**src/rtl/writeback_controller.sv**
```systemverilog
// Writeback sequencer: captures one request, steers the writeback mux, waits out
// the source latency (fixed for RAM/timer, handshake + timeout for HD), pulses rf_we.
module writeback_controller #(
    parameter int RADDR_W    = 4,
    parameter int MEM_LAT    = 1,
    parameter int HD_TIMEOUT = 255
) (
    input  logic               clk,
    input  logic               rst_n,
    input  logic               req_valid,
    input  logic [1:0]         req_src,
    input  logic [RADDR_W-1:0] req_rd,
    output logic               req_ready,
    output logic               stall,
    output logic [1:0]         wb_sel,
    output logic               hd_req,
    input  logic               hd_done,
    output logic               rf_we,
    output logic [RADDR_W-1:0] rf_waddr,
    output logic               wb_err
);

    localparam int CNT_W = $clog2(MEM_LAT + 1);
    localparam int TMR_W = $clog2(HD_TIMEOUT + 1);

    typedef enum logic [1:0] {
        IDLE     = 2'd0,
        WAIT_MEM = 2'd1,
        WAIT_HD  = 2'd2,
        WRITE    = 2'd3
    } state_t;

    localparam logic [1:0] SRC_ULA = 2'b00;
    localparam logic [1:0] SRC_HD  = 2'b11;

    state_t             state_q, state_d;
    logic [CNT_W-1:0]   cnt_q, cnt_d;
    logic [TMR_W-1:0]   timer_q, timer_d;
    logic [1:0]         wb_sel_q, wb_sel_d;
    logic [RADDR_W-1:0] rf_waddr_q, rf_waddr_d;
    logic               timer_expired;

    // The timer holds 0 in the first WAIT_HD cycle; expiry is the cycle it equals HD_TIMEOUT.
    assign timer_expired = (timer_q == TMR_W'(HD_TIMEOUT));

    // NOTE: sequential state uses non-blocking assignments so every flop samples pre-edge values.
    always_ff @(posedge clk or negedge rst_n) begin
        if (!rst_n) begin
            state_q    <= IDLE;
            cnt_q      <= '0;
            timer_q    <= '0;
            wb_sel_q   <= '0;
            rf_waddr_q <= '0;
        end else begin
            state_q    <= state_d;
            cnt_q      <= cnt_d;
            timer_q    <= timer_d;
            wb_sel_q   <= wb_sel_d;
            rf_waddr_q <= rf_waddr_d;
        end
    end

    // NOTE: every signal gets a hold-value default first, so no path can infer a latch.
    always_comb begin
        state_d    = state_q;
        cnt_d      = cnt_q;
        timer_d    = timer_q;
        wb_sel_d   = wb_sel_q;
        rf_waddr_d = rf_waddr_q;
        case (state_q)
            IDLE: begin
                if (req_valid) begin
                    wb_sel_d   = req_src;
                    rf_waddr_d = req_rd;
                    cnt_d      = CNT_W'(MEM_LAT - 1);
                    timer_d    = '0;
                    if (req_src == SRC_ULA)     state_d = WRITE;
                    else if (req_src == SRC_HD) state_d = WAIT_HD;
                    else                        state_d = WAIT_MEM;
                end
            end
            WAIT_MEM: begin
                if (cnt_q == '0) state_d = WRITE;
                else             cnt_d   = cnt_q - CNT_W'(1);
            end
            WAIT_HD: begin
                // A late hd_done on the expiry cycle still counts as a completed read.
                if (hd_done)            state_d = WRITE;
                else if (timer_expired) state_d = IDLE;
                else                    timer_d = timer_q + TMR_W'(1);
            end
            WRITE:   state_d = IDLE;
            default: state_d = IDLE;
        endcase
    end

    always_comb begin
        req_ready = (state_q == IDLE);
        stall     = req_valid && (state_q != IDLE);
        hd_req    = (state_q == WAIT_HD) && (timer_q == '0);
        rf_we     = (state_q == WRITE);
        wb_err    = (state_q == WAIT_HD) && timer_expired && !hd_done;
        wb_sel    = wb_sel_q;
        rf_waddr  = rf_waddr_q;
    end

endmodule

```
**config.mk**
```make
export PLATFORM = sky130hd
export DESIGN_NAME = writeback_controller
export DESIGN_NICKNAME = d
export VERILOG_FILES = /design/src/rtl/writeback_controller.sv
export SDC_FILE = /design/constraint.sdc
export NUM_CORES = 1
export LEC_CHECK = 0
export CORE_UTILIZATION = 30
export DETAILED_ROUTE_END_ITERATION = 7
export GPL_TIMING_DRIVEN = 0
export PLACE_DENSITY = 0.62
export RECOVER_POWER = 25
export REMOVE_ABC_BUFFERS = 1
export SLEW_MARGIN = 20
export SYNTH_ARGS = -nofsm -noshare
export SYNTH_HDL_FRONTEND = slang
export SYNTH_SLANG_ARGS = --single-unit
```
**constraint.sdc**
```tcl
create_clock -name clk -period 2.2 [get_ports clk]
set_input_delay 0.22 -clock clk [delete_from_list [all_inputs] [get_ports clk]]
set_output_delay 0.22 -clock clk [all_outputs]
set_load 0.05 [all_outputs]
```
==> impl_metrics.toml, run 1 <==
[route]
post_drt_via_cell_ratio = 5.150
via_count = 685
drc = 0
avgRoutedWirePerCell_um = 13.17
dr.pass1.iters = 2
initialDrtViolationCount = 8
ant_nets = 0
wl_um = 1752

[layout]
diodes = 0
layout.cells.non_filler = 133
final_core_util_pct = 43.03
fin_nets = 117
area_growth_pct = 30.81
fin_area_um2 = 1105
fillers = 262
drive_gt1_share_pct = 12.62

[sta]
finalSetupViolations = 0
fin_skew_ns = 0.003703
period_share_pct = 93.54
rsz0062_at_grt = "no"
fin_tns_setup_ns = 0
worst_pin_slew_ns = 0.7451
final_max_slew_viol_count = 0
fmax_mhz = 486.0
min_period_ns = 2.058
hold_violations = 0
relSlewSlack_pct = 50.16

[worst_setup_path]
critPathTopFamily = "buffers and inverters"
cp_num_buf_inv = 1
crit_chain = "nor2_1 > nor2b_1 > clkdlybuf4s50_1"
crit_fanout = 6
slowest_stage = "clkdlybuf4s50_1"
endpoint_kind = "output port"
slowest_delay_ns = 0.71
cp-start-kind = "register"
worstPathRequired_ns = 1.98
timing_worst_setup_path_type = "reg2out"
cp_data_arrival_time_ns = 1.84

[yosys]
synth_warnings = 0
netlist_instances = 81
yosysSeqAreaShare_pct = 47.41
synth.avg_cell_area_um2 = 10.43
yosys_register_bits = 16
syn_area_um2 = 844.6
yosysUniqueCellTypes = 29

[placed_design]
routabilityCongestion = 0.7567
dp_hpwl_um = 1310
post_dp_cell_area_um2 = 1072
placed_cells = 129
portBuffers = 20

[cts]
cts_sinks = 16
cts-root-buf = "clkbuf_4"
cts-buffers-inserted = 3
clk_latency_ns = 0.29
clkTransAtPathRegs_ns = 0.10
clk_path_buf_depth = 2
cts-hold-fix-buffers = 0
h-tree-depth = 1
cts_tree = "yes"

[floorplanning]
die-area_um2 = 3032
die_h_um = 55.06
fp-row-count = 18
core_area_um2 = 2567
initial_utilization_pct = 32.89
die_w_um = 55.06
ios = 21

[global_route]
antenna_found_initial = 0
gr-total-overflow = 0
grt_start_max_net_pins = 17
grt_pass1_wl_um = 3001
grt_util_all_layers_pct = 14.07
grt_pass1_vias = 665

[min_path]
min-delay-path-class = "in2async"

[power_and_ir_drop]
power.density_nw_per_um2 = 1365
power_w = 0.001508
power.leakage_nw = 0.4926
peakVddDrop_v = 0.0007409

[flow_run]
drv_cap = 0

[run_status]
status = "complete, no violations"
[layout by cell type (no fill, tap or decap), types with 3 or more instances in the layout]
cell	n
clkdlybuf4s50_1	16
nand3_1	8
nand2_1	7
dfrtp_1	16
mux2i_1	3
nor2_1	3
clkbuf_4	3
nand4_1	3
ha_1	3
and2_1	3
mux2_2	6
inv_1	4
[cells by family after synthesis]
family,count (synthesis),share of synthesized area [%]
muxes,9,11.56
AOI/OAI and AO/OA,12,9.630
adders and majority gates,3,4.445
DFF,16,47.41
buffers and inverters,6,2.962
and+or+nand+nor,35,24.00
[final timing paths]
check | from | to | slack [ns] | cells past startpoint
max | state_q[0] | stall | 0.14 | 3
min | rst_n | wb_sel[0] | 0.42 | 1
max reg2reg | timer_q[0] | timer_q[5] | 0.39 | 5
min reg2reg | wb_sel[1] | wb_sel[1] | 0.52 | 1
max in group asynchronous | rst_n | timer_q[5] | 1.31 | 1
min in group clk | wb_sel[1] | wb_sel[1] | 0.52 | 1
[layer usage]
metal  vias up  part of all wire, %  global-route usage [%]
met2        16                   47                   23.69
met5         -                    0                       0
li1        336                    -                       -
met4         0                    0                   1.250
met1       333                   46                   16.25
met3         0                  7.1                   7.650
[cell type report]
type | count | area, µm² | area share (%)
Clock buffer | 4 | 36.28 | 3.284
Timing Repair Buffer | 20 | 196.4 | 17.78
Multi-Input combinational cell | 59 | 419.2 | 37.94
Tap cell | 30 | 37.54 | 3.398
Inverter | 4 | 15.01 | 1.359
Sequential cell | 16 | 400.4 | 36.24
[state kept, by name, summed over array words and instances, names as in the netlist]
name,count
rf_waddr,4
wb_sel,2
timer_q,8
state_q,2
[cells in the mapped netlist (all sizes together)]
cell    number  area, µm²
o211ai       1      7.510
a21oi        2      10.01
or4          1      7.510
o31ai        2      15.01
mux2         6      67.56
o21ai        3      18.77
ha           3      37.54
nor2         3      11.26
inv          4      15.01
a21boi       2      15.01
o21a         1      7.510
or3          1      6.260
and4b        1      10.01
and2         3      18.77
nor2b        1      6.260
nand3        8      40.04
nand2b       1      6.260
nor3b        3      33.78
nor3         1      5.000
a21o         1      7.510
nor4         1      6.260
dfrtp       16      400.4
and3         1      6.260
buf          2      10.01
nand4        3      18.77
mux2i        3      30.03
nand2        7      26.28
[metrics by stage]
step | worst slack, ns | hold WS [ns]
floorplan | 0.1015 | -0.07559
global route | 0.01988 | 0.4864
finish | 0.1422 | 0.4216
global placement | 0.1290 | 0.4895
CTS | 0.04057 | 0.3856
detailed placement | 0.1182 | 0.4993
[power breakdown]
group,internal (W),total (W),switching [W]
registers,0.000406,0.000508,0.000103
logic,0.000302,0.000796,0.000495
clock network,0.000101,0.000203,0.000103
total,0.000808,0.00151,0.000700
[what timing repair did]
| action | in CTS | in global routing |
|---|---|---|
| gates resized for setup | 2 | 3 |
| endpoints found under the setup margin | 2 | 2 |
| buffers inserted | 0 | 0 |
| hold endpoints to repair | 0 | 0 |
(Power assumes the default switching activity.)
==> inputs of run 2 (changes only) <==
--- a/config.mk
+++ b/config.mk
@@ -8,7 +8,6 @@
 export CORE_UTILIZATION = 30
 export DETAILED_ROUTE_END_ITERATION = 7
 export GPL_TIMING_DRIVEN = 0
-export PLACE_DENSITY = 0.62
 export RECOVER_POWER = 25
 export REMOVE_ABC_BUFFERS = 1
 export SLEW_MARGIN = 20
==> run 2 against run 1 <==
Effect of this change:
- via count grew 0.44%
- clock skew grew 0.0060 ns
- die area is the same
- critical path type unchanged
- flip-flop and latch count is the same
- maximum frequency shrank 0.27%
- highest routed layer unchanged
- critical endpoint is now hd_req
- cell count is the same
- non-clock buffer count is the same
==> impl_metrics.toml, run 2 (synthesis results as in run 1) <==
[placed_design]
portBuffers = 20
dp_hpwl_um = 1336
routabilityCongestion = 0.7749
place_ws_ns = 0.1222
post_dp_cell_area_um2 = 1072

[floorplanning]
fp-row-count = 18
die_h_um = 55.06
die-area_um2 = 3032
die_w_um = 55.06
ios = 21
core_area_um2 = 2567
initial_utilization_pct = 32.89

[worst_setup_path]
cp_num_buf_inv = 1
worstPathRequired_ns = 1.98
crit_chain = "nor3b_1 > and4b_1 > dlygate4sd2_1"
slowest_delay_ns = 0.53
slowest_stage = "dlygate4sd2_1"
endpoint_kind = "output port"
cp-start-kind = "register"
crit_fanout = 7
timing_worst_setup_path_type = "reg2out"
cp_data_arrival_time_ns = 1.84
critPathTopFamily = "simple AND/OR/NAND/NOR gates"

[layout]
area_growth_pct = 30.81
largest_reg_flops = 8
drive_gt1_share_pct = 12.62
mostFrequentLayoutCells = "clkdlybuf4s50_1, dfrtp_1, nand3_1, nand2_1, mux2_2"
fin_area_um2 = 1105
diodes = 0
fin_nets = 117
top_register = "timer_q"

[cts]
clkTransAtPathRegs_ns = 0.11
h-tree-depth = 1
cts-hold-fix-buffers = 0
cts_tree = "yes"
cts-root-buf = "clkbuf_4"
cts-buffers-inserted = 3
cts_sinks = 16
clk_latency_ns = 0.30
clk_path_buf_depth = 2

[power_and_ir_drop]
peakVddDrop_v = 0.0007748
power.density_nw_per_um2 = 1373
power.leakage_nw = 0.4926

[run_status]
status = "complete, no violations"

[sta]
fin_ws_ns = 0.1366
fin_tns_setup_ns = 0
worst_pin_slew_ns = 0.7523
hold_violations = 0
final_max_slew_viol_count = 0
relSlewSlack_pct = 49.68
finalSetupViolations = 0
period_share_pct = 93.79
rsz0062_at_grt = "no"
fin_skew_ns = 0.009686
fmax_mhz = 484.6
min_period_ns = 2.063

[global_route]
use_met1_pct = 17.95
grt_start_max_net_pins = 17
gr-total-overflow = 0
use_met2_pct = 25.10
grt_pass1_vias = 695
grt_util_all_layers_pct = 14.82
antenna_found_initial = 0
use_met3_pct = 6.557
grt_pass1_wl_um = 3111
top_usage_layer = "met2"

[flow_run]
drv_cap = 0

[min_path]
min-delay-path-class = "in2async"

[route]
drc = 0
via_count = 688
initialDrtViolationCount = 14
post_drt_via_cell_ratio = 5.173
avgRoutedWirePerCell_um = 13.46
ant_nets = 0
dr.pass1.iters = 4
wl_um = 1790
run 2: per-stage QoR:
stage,hold WS [ns],std cells,power (W),utilization [%]
floorplan,-0.07559,79,0.001059,-
global placement,0.4892,129,0.001311,41.76
detailed placement,0.4977,129,0.001332,41.76
CTS,0.3839,133,0.001535,43.08
global route,0.4873,133,0.001616,43.03
finish,0.4205,133,0.001517,43.03
run 2: worst paths after layout:
| kind | startpoint | endpoint | slack (ns) | cells after the start |
|---|---|---|---|---|
| setup / recovery | timer_q[4] | hd_req | 0.14 | 3 |
| hold / removal | rst_n | timer_q[1] | 0.42 | 1 |
| setup reg to reg | timer_q[0] | timer_q[5] | 0.43 | 5 |
| hold reg to reg | rf_waddr[3] | rf_waddr[3] | 0.52 | 1 |
| max in group asynchronous | rst_n | rf_waddr[0] | 1.30 | 1 |
| min in group clk | rf_waddr[3] | rf_waddr[3] | 0.52 | 1 |
run 2: report_power, final:
| group | total (W) | switching, W | internal [W] |
|---|---|---|---|
| logic | 0.000798 | 0.000497 | 0.000302 |
| registers | 0.000515 | 0.000110 | 0.000406 |
| clock network | 0.000204 | 0.000103 | 0.000101 |
| total | 0.00152 | 0.000709 | 0.000808 |
run 2: repair_timing:
| action | CTS | global route |
|---|---|---|
| endpoints found under the setup margin | 2 | 2 |
| hold endpoints to repair | 0 | 0 |
| gates cloned | 0 | 0 |
| setup buffers | 0 | 0 |
| gates resized for setup | 2 | 3 |
run 2: worst register-to-register path, stage by stage, from the launching register on:
cell and delay [ns]:
dfrtp_1 0.43, ha_1 0.25, nand3_1 0.16, o21ai_2 0.19
or4_1 0.54, a21oi_1 0.15
run 2: area by class of cell:
type | count | area (µm²)
Tap cell | 30 | 37.54
Multi-Input combinational cell | 59 | 419.2
Clock buffer | 4 | 36.28
Timing Repair Buffer | 20 | 196.4
Inverter | 4 | 15.01
Fill cell | 270 | 1463
Sequential cell | 16 | 400.4
run 2: metal layers:
metal	share of wire, %	wire (µm)
met5	0	0
met4	0	0
met3	5.1	92
met2	49	875
met1	46	823
==> inputs of run 3 (changes only) <==
--- a/config.mk
+++ b/config.mk
@@ -8,7 +8,7 @@
 export CORE_UTILIZATION = 30
 export DETAILED_ROUTE_END_ITERATION = 7
 export GPL_TIMING_DRIVEN = 0
-export RECOVER_POWER = 25
+export RECOVER_POWER = 100
 export REMOVE_ABC_BUFFERS = 1
 export SLEW_MARGIN = 20
 export SYNTH_ARGS = -nofsm -noshare
==> run 3 against run 2 <==
Effect of this change:
- maximum frequency is essentially flat
- clock-buffer cell count unchanged
- design area shrank 1.1%
- worst hold slack got worse by 0.0016 ns
- routed wire length decreased by 0.34%
- register-to-register slack got worse by 0.16 ns
- clock power barely moved
- sequential share of layout area grew 0.42 points
- flip-flop and latch count did not move
- critical endpoint unchanged
- highest routed layer is now met4
==> impl_metrics.toml, run 3 (synthesis results as in run 1) <==
[worst_setup_path]
worstPathRequired_ns = 1.98
cp-start-kind = "register"
cp_data_arrival_time_ns = 1.84
crit_fanout = 7
slowest_stage = "dlygate4sd2_1"
reg2reg_setup_slack_ns = 0.27
critPathTopFamily = "simple AND/OR/NAND/NOR gates"
cp-startpoint = "timer_q[4]"
slowest_delay_ns = 0.53
timing_worst_setup_path_type = "reg2out"
cp_num_buf_inv = 1
r2r-start = "timer_q[0]"
endpoint_kind = "output port"
crit_chain = "nor3b_1 > and4b_1 > dlygate4sd2_1"

[cts]
cts_sinks = 16
cts-root-buf = "clkbuf_4"
clkTransAtPathRegs_ns = 0.11
cts-buffers-inserted = 3
clk_path_buf_depth = 2
clk_latency_ns = 0.30
cts_tree = "yes"
h-tree-depth = 1

[route]
drc = 0
dr.pass1.iters = 4
avgRoutedWirePerCell_um = 13.41
initialDrtViolationCount = 14
via_count = 698
ant_nets = 0
wl_um = 1784
post_drt_via_cell_ratio = 5.248

[layout]
top_register = "timer_q"
area_growth_pct = 29.33
multiInputGateArea_um2 = 415.4
seqCellArea_um2 = 400.4
final_core_util_pct = 42.54
largest_reg_flops = 8
drive_gt1_share_pct = 11.65
final_common_cell = "dfrtp_1"
fin_area_um2 = 1092
fillers = 275
fin_nets = 117
mostFrequentLayoutCells = "dfrtp_1, clkdlybuf4s50_1, nand3_1, dlygate4sd3_1, nand2_1"
diodes = 0

[flow_run]
drv_cap = 0

[sta]
fin_ws_ns = 0.1351
fin_skew_ns = 0.01148
period_share_pct = 93.86
worst_pin_slew_ns = 0.8078
fmax_mhz = 484.3
rsz0062_at_grt = "no"
hold_violations = 0
min_period_ns = 2.065
finalSetupViolations = 0
fin_tns_setup_ns = 0
final_max_slew_viol_count = 0
relSlewSlack_pct = 45.79

[global_route]
antenna_found_initial = 0
grt_util_all_layers_pct = 14.82
grt_pass1_wl_um = 3111
grt_start_max_net_pins = 17
grt_pass1_vias = 695
gr-total-overflow = 0

[floorplanning]
die_w_um = 55.06
initial_utilization_pct = 32.89
fp-row-count = 18
core_area_um2 = 2567
die-area_um2 = 3032
die_h_um = 55.06
ios = 21

[placed_design]
portBuffers = 20
place_ws_ns = 0.1222
routabilityCongestion = 0.7749
dp_hpwl_um = 1336
post_dp_cell_area_um2 = 1072

[run_status]
status = "complete, no violations"

[power_and_ir_drop]
peakVddDrop_v = 0.0007383
power.leakage_nw = 0.4788
power_w = 0.001478
power.density_nw_per_um2 = 1353

[min_path]
min-delay-path-class = "in2async"
## run 3: final cells by class
class | instances | area share [%]
Timing Repair Buffer | 20 | 17.18
Multi-Input combinational cell | 59 | 38.03
Inverter | 4 | 1.375
Sequential cell | 16 | 36.66
Clock buffer | 4 | 3.322
Tap cell | 30 | 3.436
## run 3: metal layers
layer | part of all wire (%) | up-vias | track usage, %
met5 | 0 | - | 0
met1 | 43 | 337 | 17.95
met2 | 51 | 20 | 25.10
li1 | - | 339 | -
met4 | 0.34 | 0 | 1.250
met3 | 5.6 | 2 | 6.557
## run 3: timing repair
action / 4_1_cts / 5_1_grt
setup buffers: 0 / 0
hold buffers: 0 / 0
pin swaps: 0 / 0
gates resized for setup: 2 / 3
setup endpoints to repair: 2 / 2
gates cloned: 0 / 0
## run 3: worst paths after layout
kind	to	depth (start not counted)
max in group asynchronous	rf_waddr[0]	1
max reg2reg	timer_q[5]	5
min in group clk	rf_waddr[3]	1
min reg2reg	rf_waddr[3]	1
min	timer_q[1]	1
max	hd_req	3
## run 3: through the flow
step           hold slack (ns)  instances
2_1_floorplan         -0.07559         79
3_3_place_gp            0.4892        129
3_5_place_dp            0.4977        129
4_1_cts                 0.3839        133
5_1_grt                 0.4873        133
6_report                0.4190        133
## run 3: power by group
part | switching [W] | total [W] | internal (W)
sequential | 0.000105 | 0.000511 | 0.000406
clock | 0.000104 | 0.000204 | 0.000101
combinational | 0.000496 | 0.000762 | 0.000266
